===== src/rtl/lif_neuron_sequencer.sv =====
// lif_neuron_sequencer
// Front-end controller for a LIF neuron core.
//   - Serially loads decay/weight/threshold bytes (MSB first, in parallel
//     on expd/w/t) while holding set_vars high for 8 cycles.
//   - Round-robin arbitrates N_REQ level spike requests onto the single syn
//     input; each grant produces a SYN_PULSE-cycle syn pulse plus a 1-cycle gap.
//   - Counts axon rising edges (saturating, cleared on config acceptance).
// Optional build macro: NEURON_SEQ_REFRACTORY_EN blocks new grants for
// REFRAC_CYC cycles after each axon rising edge.
// Ports:
//   clk, rst (async, active-low)
//   cfg_valid/cfg_ready + cfg_decay/cfg_weight/cfg_thresh : config handshake
//   spk_req/spk_grant   : spike requesters, one-hot one-cycle grant
//   set_vars/expd/w/t   : serial load lines to the core
//   syn                 : synaptic pulse to the core
//   axon                : core spike output
//   spike_cnt           : axon rising-edge count
//   busy                : high whenever not IDLE
module lif_neuron_sequencer #(
    parameter int N_REQ      = 4,
    parameter int SYN_PULSE  = 2,
    parameter int REFRAC_CYC = 4
) (
    input  logic             clk,
    input  logic             rst,
    input  logic             cfg_valid,
    output logic             cfg_ready,
    input  logic [7:0]       cfg_decay,
    input  logic [7:0]       cfg_weight,
    input  logic [7:0]       cfg_thresh,
    input  logic [N_REQ-1:0] spk_req,
    output logic [N_REQ-1:0] spk_grant,
    output logic             set_vars,
    output logic             expd,
    output logic             w,
    output logic             t,
    output logic             syn,
    input  logic             axon,
    output logic [15:0]      spike_cnt,
    output logic             busy
);
    localparam int PW = (N_REQ > 1) ? $clog2(N_REQ) : 1;

    localparam logic [1:0] S_IDLE  = 2'd0;
    localparam logic [1:0] S_LOAD  = 2'd1;
    localparam logic [1:0] S_PULSE = 2'd2;
    localparam logic [1:0] S_GAP   = 2'd3;

    logic [1:0]       state_q, state_d;
    logic             cfg_ready_q, cfg_ready_d;
    logic             busy_q, busy_d;
    logic [N_REQ-1:0] grant_q, grant_d;
    logic             set_vars_q, set_vars_d;
    logic             expd_q, expd_d, w_q, w_d, t_q, t_d;
    logic             syn_q, syn_d;
    // Remaining (not yet driven) bits of each byte; bit 6 is next out.
    logic [6:0]       dec_q, dec_d, wgt_q, wgt_d, thr_q, thr_d;
    logic [2:0]       bit_cnt_q, bit_cnt_d;
    logic [3:0]       pulse_cnt_q, pulse_cnt_d;
    logic [PW-1:0]    ptr_q, ptr_d;
    logic             axon_d_q;
    logic [15:0]      spike_cnt_q, spike_cnt_d;

    logic             axon_rise;
    logic             grant_ok;
    logic             found;
    logic [PW-1:0]    win;

    assign axon_rise = axon & ~axon_d_q;

`ifdef NEURON_SEQ_REFRACTORY_EN
    localparam int RW = $clog2(REFRAC_CYC + 1);
    logic [RW-1:0] refrac_q, refrac_d;

    // Each edge (re)starts the window; grants resume once it drains to 0.
    always_comb begin
        refrac_d = refrac_q;
        if (axon_rise)
            refrac_d = RW'(REFRAC_CYC);
        else if (refrac_q != '0)
            refrac_d = refrac_q - 1'b1;
    end

    always_ff @(posedge clk or negedge rst) begin
        if (!rst) refrac_q <= '0;
        else      refrac_q <= refrac_d;
    end

    assign grant_ok = (refrac_q == '0);
`else
    assign grant_ok = 1'b1;
`endif

    // Round-robin search starting at ptr_q, wrapping modulo N_REQ.
    always_comb begin
        found = 1'b0;
        win   = '0;
        for (int k = 0; k < N_REQ; k++) begin
            if (!found && spk_req[(int'(ptr_q) + k) % N_REQ]) begin
                found = 1'b1;
                win   = PW'((int'(ptr_q) + k) % N_REQ);
            end
        end
    end

    always_comb begin
        state_d     = state_q;
        grant_d     = '0;
        set_vars_d  = set_vars_q;
        expd_d      = expd_q;
        w_d         = w_q;
        t_d         = t_q;
        syn_d       = syn_q;
        dec_d       = dec_q;
        wgt_d       = wgt_q;
        thr_d       = thr_q;
        bit_cnt_d   = bit_cnt_q;
        pulse_cnt_d = pulse_cnt_q;
        ptr_d       = ptr_q;
        spike_cnt_d = spike_cnt_q;

        if (axon_rise && spike_cnt_q != 16'hFFFF)
            spike_cnt_d = spike_cnt_q + 16'd1;

        case (state_q)
            S_IDLE: begin
                if (cfg_valid) begin
                    // Bit 7 goes out on the acceptance edge; the rest shift.
                    state_d     = S_LOAD;
                    set_vars_d  = 1'b1;
                    expd_d      = cfg_decay[7];
                    w_d         = cfg_weight[7];
                    t_d         = cfg_thresh[7];
                    dec_d       = cfg_decay[6:0];
                    wgt_d       = cfg_weight[6:0];
                    thr_d       = cfg_thresh[6:0];
                    bit_cnt_d   = 3'd0;
                    spike_cnt_d = 16'd0;  // overrides a same-cycle edge
                end else if (found && grant_ok) begin
                    state_d      = S_PULSE;
                    grant_d[win] = 1'b1;
                    syn_d        = 1'b1;
                    pulse_cnt_d  = 4'(SYN_PULSE - 1);
                    ptr_d        = PW'((int'(win) + 1) % N_REQ);
                end
            end
            S_LOAD: begin
                if (bit_cnt_q == 3'd7) begin
                    state_d    = S_IDLE;
                    set_vars_d = 1'b0;
                    expd_d     = 1'b0;
                    w_d        = 1'b0;
                    t_d        = 1'b0;
                end else begin
                    expd_d    = dec_q[6];
                    w_d       = wgt_q[6];
                    t_d       = thr_q[6];
                    dec_d     = {dec_q[5:0], 1'b0};
                    wgt_d     = {wgt_q[5:0], 1'b0};
                    thr_d     = {thr_q[5:0], 1'b0};
                    bit_cnt_d = bit_cnt_q + 3'd1;
                end
            end
            S_PULSE: begin
                if (pulse_cnt_q == 4'd0) begin
                    state_d = S_GAP;
                    syn_d   = 1'b0;
                end else begin
                    pulse_cnt_d = pulse_cnt_q - 4'd1;
                end
            end
            default: state_d = S_IDLE;  // S_GAP: one syn-low cycle
        endcase

        cfg_ready_d = (state_d == S_IDLE);
        busy_d      = (state_d != S_IDLE);
    end

    always_ff @(posedge clk or negedge rst) begin
        if (!rst) begin
            state_q     <= S_IDLE;
            cfg_ready_q <= 1'b1;
            busy_q      <= 1'b0;
            grant_q     <= '0;
            set_vars_q  <= 1'b0;
            expd_q      <= 1'b0;
            w_q         <= 1'b0;
            t_q         <= 1'b0;
            syn_q       <= 1'b0;
            dec_q       <= '0;
            wgt_q       <= '0;
            thr_q       <= '0;
            bit_cnt_q   <= '0;
            pulse_cnt_q <= '0;
            ptr_q       <= '0;
            axon_d_q    <= 1'b0;
            spike_cnt_q <= '0;
        end else begin
            state_q     <= state_d;
            cfg_ready_q <= cfg_ready_d;
            busy_q      <= busy_d;
            grant_q     <= grant_d;
            set_vars_q  <= set_vars_d;
            expd_q      <= expd_d;
            w_q         <= w_d;
            t_q         <= t_d;
            syn_q       <= syn_d;
            dec_q       <= dec_d;
            wgt_q       <= wgt_d;
            thr_q       <= thr_d;
            bit_cnt_q   <= bit_cnt_d;
            pulse_cnt_q <= pulse_cnt_d;
            ptr_q       <= ptr_d;
            axon_d_q    <= axon;
            spike_cnt_q <= spike_cnt_d;
        end
    end

    assign cfg_ready = cfg_ready_q;
    assign busy      = busy_q;
    assign spk_grant = grant_q;
    assign set_vars  = set_vars_q;
    assign expd      = expd_q;
    assign w         = w_q;
    assign t         = t_q;
    assign syn       = syn_q;
    assign spike_cnt = spike_cnt_q;

endmodule


===== config.mk =====
export PLATFORM = sky130hd
export DESIGN_NAME = lif_neuron_sequencer
export DESIGN_NICKNAME = d
export VERILOG_FILES = /design/src/rtl/lif_neuron_sequencer.sv
export SDC_FILE = /design/constraint.sdc
export NUM_CORES = 1
export LEC_CHECK = 0
export ABC_AREA = 1
export CORE_MARGIN = 8
export CORE_UTILIZATION = 45
export DETAILED_ROUTE_END_ITERATION = 6
export GPL_ROUTABILITY_DRIVEN = 1
export GPL_TIMING_DRIVEN = 1
export PLACE_DENSITY = 0.73
export SLEW_MARGIN = 20
export SYNTH_ARGS = -nofsm -noshare
export SYNTH_HDL_FRONTEND = slang
export SYNTH_SLANG_ARGS = --single-unit

===== constraint.sdc =====
create_clock -name clk -period 1.6 [get_ports clk]
set_input_delay 0.32 -clock clk [delete_from_list [all_inputs] [get_ports clk]]
set_output_delay 0.32 -clock clk [all_outputs]
set_load 0.02 [all_outputs]

==> results.sh, run 1 <==
export IMPL_hold_slack_ns=0.462
export IMPL_insertion_delay_ns=0.33
export IMPL_yosysWarnings=0
export IMPL_yosys_area_top_type="dfrtp_1"
export IMPL_post_drt_wl_per_cell_um=14.3
export IMPL_cp_slowest_stage_delay_ns=0.56
export IMPL_htreeDepth=3
export IMPL_yosysUniqueCellTypes=31
export IMPL_violations="negative setup slack"
export IMPL_min_period_ns=1.88
export IMPL_clkTransAtPathRegs_ns=0.07
export IMPL_die_h_um=101
export IMPL_start_util=0.458
export IMPL_drv_slew=0
export IMPL_grt_usage=0.176
export IMPL_seq_area_frac_synth=0.458
export IMPL_clock_path_buffers=2
export IMPL_routed_wl_mm=9.23
export IMPL_arrival_ns=2.13
export IMPL_setup_viol=13
export IMPL_overflow=0
export IMPL_nFillCells=533
export IMPL_synth_commonest_cells="nand2_1, inv_1, dfrtp_1, o21ai_0, nor2_1"
export IMPL_grt_pass1_wl_mm=14.5
export IMPL_powerDensity_mw_per_mm2=1840
export IMPL_p_comb_frac=0.548
export IMPL_critical_path_most_common_cell="nand2_2"
export IMPL_path_cells="clkdlybuf4s50_1, inv_1, nand2_1, nand2_1, o21ai_1, nand2_2, nand3_1, nand2_2, nand2_2, inv_2, ha_4, inv_2, o21ai_1"
export IMPL_cts_buffers=9
export IMPL_coreArea_mm2=0.00718
export IMPL_max_cap_viol_count=0
export IMPL_rsz0062_at_grt="true"
export IMPL_ys_ff_latch=60
export IMPL_status="finished with violations"
export IMPL_power_internal_w=0.00536
export IMPL_drive_above_1_share=0.302
export IMPL_cts_sink_count=60
export IMPL_detail_route_antenna_nets=0
export IMPL_clock_fmax_mhz=533
export IMPL_synth_cell_area_mm2=0.00328
export IMPL_syn2layout_area_growth_pct=52.4
export IMPL_total_power_w=0.00922
export IMPL_vias=3255
export IMPL_grt_pass1_vias=3202
export IMPL_synth_most_common_cell="nand2_1"
export IMPL_fp_row_count=31
export IMPL_drt_initial_drc_count=86
export IMPL_dpl_hpwl_mm=5.76
export IMPL_fin_ws_ns=-0.276
export IMPL_crit_slowest_cell="clkdlybuf4s50_1"
export IMPL_gp_congestion=0.849
export IMPL_io_pins=59
export IMPL_p_sw_frac=0.418
export IMPL_end_kind="flop"
export IMPL_crit_path_max_fanout=2
export IMPL_required_ns=1.86
export IMPL_fin_crit_sh=1.17
export IMPL_finalNetCount=582
export IMPL_grt_antenna_before_repair=0
export IMPL_hold_viol=0
export IMPL_async_reset_ff_frac=1.00
export IMPL_root_buffer="clkbuf_8"
export IMPL_ir_worst_vdd_mv=0.920
export IMPL_dieWidth_um=101
export IMPL_antenna_cells=0
export IMPL_synthTopCellsByArea="dfrtp_1, nand2_1, inv_1"
export IMPL_netSwitchingPower_w=0.00385
export IMPL_port_buffers=58
export IMPL_p_seq_frac=0.263
export IMPL_ys_flop_type="dfrtp_1"
export IMPL_synth_edff_count=0
export IMPL_grt_max_degree=61
export IMPL_cts_tree="done"
export IMPL_drtPass1Iterations=4
export IMPL_start_kind="input pin"
export IMPL_total_leakage_power_nw=2.54
export IMPL_post_synth_cell_area_avg_um2=7.76
export IMPL_worst_pin_slew_ns=0.343
export IMPL_synth_nets=464
export IMPL_worstHoldPathType="input pin to flop"
export IMPL_syn_inst=423
export IMPL_synth_top_area_share=0.450
export IMPL_critPathKind="input pin to flop"
export IMPL_pwr_share_clk=0.189
export IMPL_slew_headroom=0.771
export IMPL_fin_skew_ns=0.00952
export IMPL_dieArea_mm2=0.0103
export IMPL_avgViaCountPerCell=5.05
export IMPL_drc=0
==> power by group through the flow <==
stage	clock, W	combinational, W	sequential, W
2_1_floorplan	0	0.00250	0.00253
3_3_place_gp	0	0.00372	0.00241
3_5_place_dp	0	0.00387	0.00243
4_1_cts	0.00176	0.00445	0.00238
5_1_grt	0.00182	0.00555	0.00247
6_report	0.00174	0.00505	0.00242
==> logic make-up after synthesis <==
logic type               synth area share
flip-flops                          0.458
adder cells (fa/ha/maj)            0.0343
AO/OA/AOI/OAI                       0.125
buffers and inverters               0.101
XOR/XNOR                           0.0133
AND/OR/NAND/NOR                     0.269
==> flip-flops by register name, summed over array words and instances (netlist names), 2 cells and up <==
name         flops
spike_cnt       16
dec_q            7
thr_q            7
wgt_q            7
pulse_cnt_q      4
spk_grant        4
bit_cnt_q        3
ptr_q            2
state_q          2
==> path summary, 6_finish.rpt <==
| check | start | to | slack [ns] | cells after the start |
|---|---|---|---|---|
| setup reg to reg | ptr_q[0]$_DFFE_PN0P_ | ptr_q[1]$_DFFE_PN0P_ | -0.27 | 13 |
| hold / removal | axon | axon_d_q$_DFF_PN0_ | 0.46 | 1 |
| max in group asynchronous | rst | cfg_ready$_DFF_PN1_ | 0.76 | 3 |
| min in group asynchronous | rst | spike_cnt[13]$_DFF_PN0_ | 0.50 | 3 |
| setup / recovery | spk_req[1] | ptr_q[1]$_DFFE_PN0P_ | -0.28 | 13 |
| hold reg to reg | dec_q[6]$_DFFE_PN0P_ | dec_q[6]$_DFFE_PN0P_ | 0.50 | 2 |
==> layer usage <==
layer  global-route usage  up-vias  routed length, um
met5                    0        -                  0
met4               0.0607        0                157
li1                     -     1594                  -
met3               0.0385       17                464
met2                0.301       85               4490
met1                0.213     1559               4120
==> worst max-delay path: cells and delay by family <==
kind,cells,cell delay [ns]
adder cells (fa/ha/maj),1,0.26
AND/OR/NAND/NOR,6,0.54
buffers and inverters,4,0.70
AO/OA/AOI/OAI,2,0.30
==> layout by cell type, fill, tap and decap left out, types with 10 or more instances in the layout <==
cell,n
nand2_1,90
dfrtp_1,55
inv_1,54
buf_4,50
o21ai_0,32
clkdlybuf4s50_1,31
nor2_1,25
dlygate4sd2_1,22
nand2_2,18
o211ai_1,15
nand2_4,13
clkbuf_8,11
nand3_2,10
nand3_1,10
==> layout make-up <==
class,instances,area (um2),area share
multi-input combinational,285,1770,0.353
clock buffer,12,155,0.0310
inverter,65,267,0.0533
clock inverter,4,95.1,0.0190
tap,99,124,0.0248
timing repair inverter,1,6.26,0.00125
sequential,60,1510,0.301
timing repair buffer,119,1080,0.216
==> per-stage QoR <==
step / std cells / area (um2) / setup WS, ns / util / setup TNS (ns)
global route: 645 / 5000 / -0.341 / 0.697 / -2.60
global placement: 609 / 4250 / -0.392 / 0.593 / -12.61
CTS: 636 / 4690 / -0.177 / 0.654 / -0.640
finish: 645 / 5000 / -0.276 / 0.697 / -1.44
floorplan: 423 / 3300 / -0.0399 / - / -0.0399
detailed placement: 609 / 4250 / -0.469 / 0.593 / -14.58
==> timing repair <==
item | CTS | global route
gates cloned | 2 | 0
hold buffers | 1 | 0
gates resized for setup | 56 | 69
endpoints found under the hold margin | 15 | 0
pin swaps | 13 | 33
buffers inserted | 8 | 9
setup endpoints to repair | 62 | 53
No activity file was read; power rests on OpenSTA's default activity.
==> inputs of run 2 (changes only) <==
RECOVER_POWER = 50   (was default)
==> run 2 against run 1 <==
  * The run still ends with negative setup slack left
  * Total power decreased by 0.25%
  * Critical path depth unchanged
  * Fmax decreased by 0.14%
  * Design area decreased by 0.60%
  * Final cell count unchanged
  * Worst hold slack better by 0.040 ns
  * Non-clock buffer count unchanged
  * Clock-buffer cell count unchanged
  * Clock power about the same
  * Critical path type unchanged
==> results.sh, run 2 (same netlist as run 1, synthesis figures left out) <==
export IMPL_post_drt_wl_per_cell_um=14.3
export IMPL_worstHoldPathType="flop to flop"
export IMPL_rsz0062_at_grt="true"
export IMPL_clkTransAtPathRegs_ns=0.07
export IMPL_layout_commonest_cell="nand2_1"
export IMPL_antenna_cells=0
export IMPL_total_leakage_power_nw=2.50
export IMPL_detail_route_antenna_nets=0
export IMPL_overflow=0
export IMPL_htreeDepth=3
export IMPL_clock_path_buffers=2
export IMPL_fin_crit_sh=1.17
export IMPL_setup_viol=13
export IMPL_grt_usage=0.176
export IMPL_hold_viol=0
export IMPL_fin_cells=645
export IMPL_hold_path_depth=2
export IMPL_max_cap_viol_count=0
export IMPL_violations="negative setup slack"
export IMPL_fin_ws_ns=-0.278
export IMPL_final_cell_mix="nand2_1, dfrtp_1, inv_1, buf_4, o21ai_0"
export IMPL_grt_pass1_vias=3202
export IMPL_hold_slack_ns=0.502
export IMPL_crit_slowest_cell="clkdlybuf4s50_1"
export IMPL_cp_slowest_stage_delay_ns=0.57
export IMPL_path_cells="clkdlybuf4s50_1, inv_1, nand2_1, nand2_1, o21ai_1, nand2_2, nand3_1, nand2_2, nand2_2, inv_2, ha_4, inv_2, o21ai_1"
export IMPL_die_h_um=101
export IMPL_dieWidth_um=101
export IMPL_grt_pass1_wl_mm=14.5
export IMPL_finalNetCount=582
export IMPL_syn2layout_area_growth_pct=51.5
export IMPL_drtPass1Iterations=4
export IMPL_worst_pin_slew_ns=0.853
export IMPL_io_pins=59
export IMPL_crit_path_max_fanout=2
export IMPL_drt_initial_drc_count=86
export IMPL_postLayoutCoreUtil=0.693
export IMPL_root_buffer="clkbuf_8"
export IMPL_fin_skew_ns=0.0102
export IMPL_arrival_ns=2.14
export IMPL_drc=0
export IMPL_dieArea_mm2=0.0103
export IMPL_cts_tree="done"
export IMPL_port_buffers=58
export IMPL_dp_cells=609
export IMPL_powerDensity_mw_per_mm2=1850
export IMPL_dpl_hpwl_mm=5.76
export IMPL_coreArea_mm2=0.00718
export IMPL_slew_headroom=0.431
export IMPL_clock_fmax_mhz=532
export IMPL_r2r_cells=13
export IMPL_total_power_w=0.00919
export IMPL_avgViaCountPerCell=5.07
export IMPL_grt_antenna_before_repair=0
export IMPL_grt_max_degree=61
export IMPL_fp_row_count=31
export IMPL_cts_sink_count=60
export IMPL_ir_worst_vdd_mv=0.916
export IMPL_required_ns=1.86
export IMPL_status="finished with violations"
export IMPL_place_area_mm2=0.00425
export IMPL_largest_register_ffs=16
export IMPL_end_kind="flop"
export IMPL_insertion_delay_ns=0.34
export IMPL_critical_path_most_common_cell="nand2_2"
export IMPL_vias=3267
export IMPL_drive_above_1_share=0.302
export IMPL_start_util=0.458
export IMPL_cts_buffers=9
export IMPL_drv_slew=0
export IMPL_gp_congestion=0.849
export IMPL_min_period_ns=1.88
export IMPL_routed_wl_mm=9.23
export IMPL_postLayoutCellArea_mm2=0.00497
export IMPL_start_kind="input pin"
export IMPL_critPathKind="input pin to flop"
## run 2: cell types whose count changed in the layout (fill, tap and decap cells not counted), sizes merged
cell,before,now
buf,61,60
dlygate4sd3,1,2
clkdlybuf4s50,31,30
dlymetal6s2s,4,2
clkbuf,12,15
## run 2: stage by stage
| step | TNS (ns) | worst slack, ns |
|---|---|---|
| final | -1.43 | -0.278 |
| after global routing | -2.65 | -0.341 |
| after CTS | -0.640 | -0.177 |
| after detailed placement | -14.58 | -0.469 |
| after global placement | -12.61 | -0.392 |
| after floorplan | -0.0399 | -0.0399 |
## run 2: what timing repair did
item | in CTS | in global routing
hold buffers | 1 | 0
buffers inserted | 8 | 9
resized for setup | 56 | 69
hold endpoints to repair | 15 | 0
pin swaps | 13 | 33
cloned | 2 | 0
setup endpoints to repair | 62 | 53
## run 2: critical path: cells and delay by family
kind            cells  cell delay [ns]
fa+ha+maj           1             0.26
compound gates      2             0.30
buf+inv             4             0.71
simple gates        6             0.53
## run 2: worst paths after layout
path	from	endpoint	slack, ns
max in group asynchronous	rst	ptr_q[0]$_DFFE_PN0P_	0.26
worst min-delay path	dec_q[6]$_DFFE_PN0P_	dec_q[6]$_DFFE_PN0P_	0.50
worst max register to register	ptr_q[0]$_DFFE_PN0P_	ptr_q[1]$_DFFE_PN0P_	-0.27
worst max-delay path	spk_req[1]	ptr_q[1]$_DFFE_PN0P_	-0.28
worst min register to register	dec_q[6]$_DFFE_PN0P_	dec_q[6]$_DFFE_PN0P_	0.50
min in group asynchronous	rst	spike_cnt[13]$_DFF_PN0_	0.71
## run 2: metal layers
layer	vias to the layer above	share of wire	wire length, um	track usage
met5	-	0	0	0
met3	17	0.054	498	0.0385
met1	1567	0.44	4090	0.213
li1	1594	-	-	-
met2	89	0.49	4490	0.301
met4	0	0.016	149	0.0607
## run 2: area by class of cell
class                      count  area (um2)
fill                         541        2200
multi-input combinational    285        1770
sequential                    60        1510
timing repair buffer         119        1050
inverter                      65         267
clock buffer                  12         155
tap                           99         124
clock inverter                 4        95.1
timing repair inverter         1        6.26
## run 2: power by group
| group | leakage, nW | internal (W) | switching, W | total, W |
|---|---|---|---|---|
| Combinational | 1.62 | 0.00212 | 0.00290 | 0.00502 |
| Clock | 0.127 | 0.00112 | 0.000633 | 0.00175 |
| Sequential | 0.755 | 0.00210 | 0.000320 | 0.00242 |
